--- config.mk ---
export PLATFORM = sky130hd
export DESIGN_NAME = rr_select_arbiter
export DESIGN_NICKNAME = d
export VERILOG_FILES = /design/src/rtl/rr_select_arbiter.sv
export SDC_FILE = /design/constraint.sdc
export NUM_CORES = 1
export LEC_CHECK = 0
export ABC_AREA = 1
export BUFFER_PORTS_ARGS = -buffer_cell sky130_fd_sc_hd__buf_4
export CAP_MARGIN = 40
export CORE_UTILIZATION = 54
export CTS_CLUSTER_SIZE = 30
export DETAILED_ROUTE_END_ITERATION = 16
export MAX_ROUTING_LAYER = met4
export PLACE_DENSITY = 0.77
export SYNTH_ARGS = -nofsm -noshare
export SYNTH_HDL_FRONTEND = slang
export SYNTH_SLANG_ARGS = --single-unit
--- constraint.sdc ---
create_clock -name clk -period 2.2 [get_ports clk]
set_input_delay 0.11 -clock clk [delete_from_list [all_inputs] [get_ports clk]]
set_output_delay 0.11 -clock clk [all_outputs]
set_load 0.05 [all_outputs]
--- src/rtl/rr_select_arbiter.sv ---
// Round-robin arbiter producing the registered 2-bit select for the downstream 4:1 mux.
// A grant is held until acked; the pointer rotates past the acked channel so no requester starves.

module rr_arb_cell #(
  parameter int N_CH  = 4,
  parameter int SEL_W = 2,
  parameter int IDX   = 0
) (
  input  logic [N_CH-1:0]  req,
  input  logic [SEL_W-1:0] base,
  output logic             win
);
  localparam logic [SEL_W-1:0] IDX_W = SEL_W'(IDX);

  logic [SEL_W-1:0] rank;
  logic [SEL_W-1:0] ch;

  // Rank is this channel's distance from the scan start; any set request
  // with a smaller distance beats it.
  always_comb begin
    rank = IDX_W - base;
    win  = req[IDX];
    ch   = '0;
    for (int k = 0; k < N_CH; k++) begin
      ch = base + SEL_W'(k);
      if ((SEL_W'(k) < rank) && req[ch]) win = 1'b0;
    end
  end
endmodule

module rr_select_arbiter #(
  parameter int N_CH  = 4,
  parameter int SEL_W = 2
) (
  input  logic             clk,
  input  logic             rst_n,
  input  logic [N_CH-1:0]  req,
  input  logic             ack,
  output logic [SEL_W-1:0] cs,
  output logic [N_CH-1:0]  gnt,
  output logic             gnt_valid
);
  localparam logic [0:0] IDLE  = 1'b0;
  localparam logic [0:0] GRANT = 1'b1;

  logic [0:0]       state;
  logic [SEL_W-1:0] ptr;
  logic [SEL_W-1:0] cs_nxt_ptr;
  logic [SEL_W-1:0] base;
  logic [N_CH-1:0]  win;
  logic [SEL_W-1:0] win_idx;
  logic             any_req;

  assign cs_nxt_ptr = cs + SEL_W'(1);
  // On an ack the scan starts just past the channel being released, so the
  // back-to-back winner already uses the rotated pointer.
  assign base       = (state == GRANT) ? cs_nxt_ptr : ptr;
  assign any_req    = |req;

  for (genvar i = 0; i < N_CH; i++) begin : g_cell
    rr_arb_cell #(.N_CH(N_CH), .SEL_W(SEL_W), .IDX(i)) u_cell (
      .req  (req),
      .base (base),
      .win  (win[i])
    );
  end

  always_comb begin
    win_idx = '0;
    for (int i = 0; i < N_CH; i++)
      if (win[i]) win_idx = SEL_W'(i);
  end

  always_ff @(posedge clk or negedge rst_n) begin
    if (!rst_n) begin
      state     <= IDLE;
      ptr       <= '0;
      cs        <= '0;
      gnt       <= '0;
      gnt_valid <= 1'b0;
    end else begin
      case (state)
        IDLE: begin
          if (any_req) begin
            cs        <= win_idx;
            gnt       <= win;
            gnt_valid <= 1'b1;
            state     <= GRANT;
          end
        end
        default: begin
          if (ack) begin
            ptr <= cs_nxt_ptr;
            if (any_req) begin
              cs  <= win_idx;
              gnt <= win;
            end else begin
              gnt       <= '0;
              gnt_valid <= 1'b0;
              state     <= IDLE;
            end
          end
        end
      endcase
    end
  end
endmodule

# Word-level counts from Yosys, hierarchy flattened
# Cells that the tools add are included.
[word_totals]
reg_bits = 10
output_inout_bits = 7
word_cells = 98
[classes]
addsub = 8
order_cmp = 20
eq_ne = 2
muxes = 42
reduce_logical = 21
[op_table]
columns = ["op", "count"]
rows = [
  ["1-bit 2-to-1 mux", 28],
  ["1-bit logical AND", 16],
  ["1-bit by 2-bit less-than comparator with 1-bit output, first input constant", 8],
  ["2-bit less-than comparator, first input constant", 8],
  ["4-bit 2-to-1 mux", 4],
  ["2-bit by 3-bit less-than comparator with 1-bit output, second input constant", 4],
  ["2-bit 2-to-1 mux", 6],
  ["1-bit binary-select mux with 2-bit select", 4],
  ["2-bit by 1-bit adder with 2-bit output, second input constant", 2],
  ["2-bit adder, second input constant", 2],
  ["2-bit inequality test, second input constant", 2],
  ["2-bit AND reduction", 2],
  ["4-bit OR reduction", 1],
  ["1-bit by 2-bit subtractor with 2-bit output, first input constant", 2],
  ["2-bit subtractor, first input constant", 2],
  ["3-bit AND reduction", 1],
  ["2-bit nonzero test", 1],
]

# Logic depth before layout (Yosys ltp)
[depth]
word_depth = 15
depth_mapped = 13
mapped_depth_nobuf = 13

# Hierarchy
# From an unflattened synthesis, not the netlist that was laid out.
[hier_totals]
hier_cells = 144
area_unflattened_um2 = 945.9
[by_module_without_submodules]
columns = ["module", "n_inst", "cells_each", "area_per_inst_um2", "seq_area_each_um2"]
rows = [
  ["rr_select_arbiter", 1, 49, 450.4, 250.2],
  ["rr_arb_cell at g_cell[3].u_cell", 1, 25, 126.4, 0.0],
  ["rr_arb_cell at g_cell[0].u_cell", 1, 24, 125.1, 0.0],
  ["rr_arb_cell at g_cell[1].u_cell", 1, 22, 123.9, 0.0],
  ["rr_arb_cell at g_cell[2].u_cell", 1, 24, 120.1, 0.0],
]

# Worst setup path after synthesis
# No wires, ideal clock.
[synth_timing]
kind = "flip-flop to flip-flop"
startpoint = "reg cs[0]"
endpoint = "reg cs[0]"
arrival_ns = 1.834
required_time_ns = 2.081
slack_ns = 0.248
stages_incl_launch_ff = 13
period_less_slack_ns = 1.952
cell_sequence = "dfrtp_1 nand2_1 nand3_1 nand2_2 ha_1 inv_1 nand3_1 nand3_1 nand2_1 inv_2 nor2_2 nor2_1 nand2_1"
[synth_via]
elab_chain_len = 15
word_cells_on_any_way = 58
[synth_rtl]
columns = ["item", "line_no", "rtl"]
rows = [
  ["start, declared", "39", "output logic [SEL_W-1:0] cs,"],
  ["start signal, assigned", "85", "cs <= win_idx;"],
  ["start signal, assigned", "95", "cs <= win_idx;"],
  ["2-bit by 1-bit adder with 2-bit output", "54", "assign cs_nxt_ptr = cs + SEL_W'(1);"],
  ["2-bit 2-to-1 mux", "57", "assign base = (state == GRANT) ? cs_nxt_ptr : ptr;"],
  ["1-bit by 2-bit subtractor with 2-bit output (tied with other cells)", "21", "rank = IDX_W - base;"],
  ["1-bit by 2-bit less-than comparator with 1-bit output (tied with other cells)", "26", "if ((SEL_W'(k) < rank) && req[ch]) win = 1'b0;"],
  ["1-bit logical AND / 1-bit 2-to-1 mux (equally long branches)", "26", ""],
  ["1-bit 2-to-1 mux / 1-bit logical AND (equally long branches)", "26", ""],
  ["1-bit 2-to-1 mux (3 in series)", "26", ""],
  ["1-bit 2-to-1 mux", "71", "if (win[i]) win_idx = SEL_W'(i);"],
  ["2-bit 2-to-1 mux (2 in series)", "71", ""],
  ["2-bit 2-to-1 mux (*)", "84, 94", ""],
  ["2-bit 2-to-1 mux", "92", "if (ack) begin"],
  ["2-bit 2-to-1 mux (*)", "82", "case (state)"],
]
# Mark *: on every way between the ends. The rest lies on a longest branch, timed or not. The select of a mux whose other input is x is not followed.
# A chain may end at the register's enable or synchronous reset.

# Worst setup path after layout
[layout_timing]
startpoint = "reg cs[0]"
endpoint = "reg cs[1]"
[layout_via]
elab_chain_len = 14
word_cells_on_any_way = 44
[layout_rtl]
columns = ["item", "line_no"]
rows = [
  ["2-bit by 1-bit adder with 2-bit output (*)", "54"],
  ["2-bit 2-to-1 mux (*)", "57"],
  ["2-bit subtractor (tied with other cells)", "21"],
  ["1-bit by 2-bit less-than comparator with 1-bit output (tied with other cells)", "26"],
  ["1-bit logical AND / 1-bit 2-to-1 mux (equally long branches)", "26"],
  ["1-bit 2-to-1 mux / 1-bit logical AND (equally long branches)", "26"],
  ["1-bit 2-to-1 mux (3 in series)", "26"],
  ["2-bit 2-to-1 mux", "71"],
  ["2-bit 2-to-1 mux (*)", "71"],
  ["2-bit 2-to-1 mux (*)", "84, 94"],
  ["2-bit 2-to-1 mux", "92"],
  ["2-bit 2-to-1 mux (*)", "82"],
]
# Marked as above.

==> flow_summary_export.csv <==
group,metric,value,unit
timing,rsz0062_at_grt,"no",
finish,area_growth,16.2,%
power_and_ir_drop,totalPowerFinal,1.46,mW
floorplanning,ios,14,
clock_network,clk-insertion-delay-late,0.26,ns
clock_network,cts_root_buf,"clkbuf_4",
power_and_ir_drop,power.internal,646,uW
synth,synthFlopType,"dfrtp_1",
timing,clock.fmax,525,MHz
timing,clock_skew,0.00956,ns
synth,yosys_warnings,0,
setup_path,critPathTopFamily,"simple AND/OR/NAND/NOR gates",
grt,grt_first_pass_wirelength,3460,um
drt,wl_per_cell,12.9,um
power_and_ir_drop,power.net_switching,816,uW
placed_design,place_congestion,0.952,
power_and_ir_drop,power_frac_comb,70.6,%
drt,drt_iter0_drc,39,
floorplanning,coreArea,0.00149,mm2
setup_path,cp_num_buf_inv,3,
timing,setup_viol,0,
run,drv_cap,0,
clock_network,cts_repair_resize_count,0,
synth,ys_async_sr_fraction,100,%
timing,hold_violations,0,
synth,synth_commonest_cells,"36 x nand2_1, 19 x nand3_1, 11 x inv_1, 11 x nor2_1, 10 x dfrtp_1",
floorplanning,die_x,41.9,um
drt,drc,0,
setup_path,critPathMaxStageDelay,0.44,ns
clock_network,path_clk_slew,0.07,ns
clock_network,numCtsBuffers,3,
grt,grt_overflow,0,
timing,tightest_slew,0.324,ns
synth,yosysUniqueCellTypes,20,
clock_network,cts-htree-levels,1,
drt,drt-pass1-iter-count,4,
setup_path,critPathLaunchType,"flop",
synth,syn-num-nets,136,
timing,period_minus_slack,1.90,ns
power_and_ir_drop,swShare,55.8,%
min_path,hold_path_depth,2,
power_and_ir_drop,ir_drop,0.982,mV
synth,synth_area_leaders,"dfrtp_1 29%, nand2_1 16%, nand3_1 11%, nand2_4 10%, ha_1 5.8%",
placed_design,io_buffers,13,
clock_network,cts_tree,"built",
setup_path,worst-path-stages,13,
setup_path,critPathLaunch,"cs[0]",
finish,nFillCells,138,
setup_path,reg2reg_from,"cs[0]",
min_path,hold_start,"ack",
synth,synth.avg_cell_area,6.88,um2
setup_path,slowest_stage,"dfrtp_1",
grt,grt_pass1_vias,777,
timing,fin_setup_tns,0,ns
grt,antenna_found_initial,0,
synth,yosysTopAreaCellShare,29.1,%
finish,diodes,0,
drt,finalWirelength,2030,um
floorplanning,rows,14,
drt,vias,852,
setup_path,crit_arrival,2.05,ns
power_and_ir_drop,power.share.clock,8.3,%
grt,grt_usage,26.8,%
finish,drive_above_1_share,28.4,%
setup_path,cp_cell_sequence,"inv_2 > nand2_1 > nand3_1 > nand2_2 > ha_1 > inv_1 > nand3_1 > nand3_1 > nand2_1 > inv_2 > nor2_2 > nor2_1 > nand2_1",
synth,synth.yosys.seq_area_share,29.1,%
outcome,status,"complete, no violations",
synth,synth_seq_cells,10,
setup_path,worst-r2r-cell-count,13,
setup_path,critPathMaxFanout,7,
timing,drv_slew,0,
timing,relSlewSlack,78.4,%
floorplanning,start_util,57.7,%
timing,finalCritPeriodShare,86.6,%
synth,synth_area,860,um2
power_and_ir_drop,pwr_density_cell,1460,mW/mm2
floorplanning,fp.dieH,41.9,um
placed_design,hpwl,1690,um
power_and_ir_drop,seq_power_share,21.1,%
setup_path,crit_type,"reg2reg",
min_path,hold_class,"in2reg",
power_and_ir_drop,power.leakage,0.584,nW
drt,ant_nets,0,
synth,yosysMostFrequentCell,"nand2_1",
synth,yosysTopAreaCell,"dfrtp_1",
synth,synth_edf_count,0,
clock_network,cts_sinks,10,
drt,routed_via_density,5.43,
grt,grt_start_max_net_pins,11,
finish,fin_nets,154,
setup_path,worstPathRequired,2.34,ns
setup_path,endpoint_kind,"flop",
synth,synthCells,125,
clock_network,cts_buffer_depth,2,
floorplanning,dieArea,0.00176,mm2
==> path summary, 6_finish.rpt <==
kind | to | slack [ns]
min | state | 0.07
max | cs[1] | 0.30
min in group asynchronous | state | 0.22
min reg2reg | gnt[2] | 0.49
max in group asynchronous | cs[1] | 1.83
max reg2reg | cs[1] | 0.30
==> state kept, by name, indices dropped and copies added, names as in the netlist <==
signal     cells
gnt            4
cs             2
ptr            2
state          1
gnt_valid      1
==> power groups by stage <==
stage               Combinational [mW]  Sequential (mW)  Clock (mW)
floorplan                        0.633            0.470           0
global placement                  1.01            0.307           0
detailed placement                1.02            0.311           0
CTS                               1.03            0.308       0.125
global route                      1.15            0.314       0.132
finish                            1.03            0.308       0.121
==> per-layer routing <==
layer	global-route usage (%)	up-vias	wire, um
li1	-	428	-
met1	36.8	394	888
met2	41.6	30	996
met3	5.22	0	148
met4	5.16	0	0
met5	-	-	0
==> cell families after synthesis <==
logic type,after synthesis,share of synthesized area [%]
AOI/OAI and AO/OA,8,5.24
adders and majority gates,4,5.82
and+or+nand+nor,85,50.8
DFF,10,29.1
buffers and inverters,18,9.03
==> timing repair <==
action,4_1_cts,5_1_grt
hold buffers,1,0
setup endpoints to repair,0,0
buffers inserted,0,0
endpoints found under the hold margin,10,0
==> per-stage QoR <==
step	std cells	setup WS [ns]	hold WS [ns]	utilization, %	cell area [um2]
after floorplan	125	0.248	-0.186	-	860
after global placement	153	0.390	-0.0592	64.9	966
after detailed placement	153	0.350	-0.0545	64.9	966
after CTS	157	0.324	0.0553	67.1	998
after global routing	157	0.117	0.0857	67.1	998
final	157	0.295	0.0656	67.1	998
==> cell type report <==
| type | instances | area (um2) | share of cell area, % |
|---|---|---|---|
| Clock buffer | 3 | 22.5 | 2.26 |
| Tap cell | 16 | 20.0 | 2.01 |
| Sequential cell | 10 | 250 | 25.1 |
| Inverter | 17 | 66.3 | 6.64 |
| Timing Repair Buffer | 14 | 108 | 10.8 |
| Multi-Input combinational cell | 97 | 532 | 53.3 |
==> cell usage in the layout, fill, tap and decap left out, types with 2 or more instances in the layout <==
cell	instances
clkbuf_4	3
nand3_1	19
nand2_1	36
inv_1	11
dfrtp_1	10
nand2_4	8
o21ai_1	2
buf_4	13
o21ai_0	3
ha_1	4
nor2_1	11
nand2_2	7
inv_2	5
Note: power is estimated with default switching activity, not from simulation.
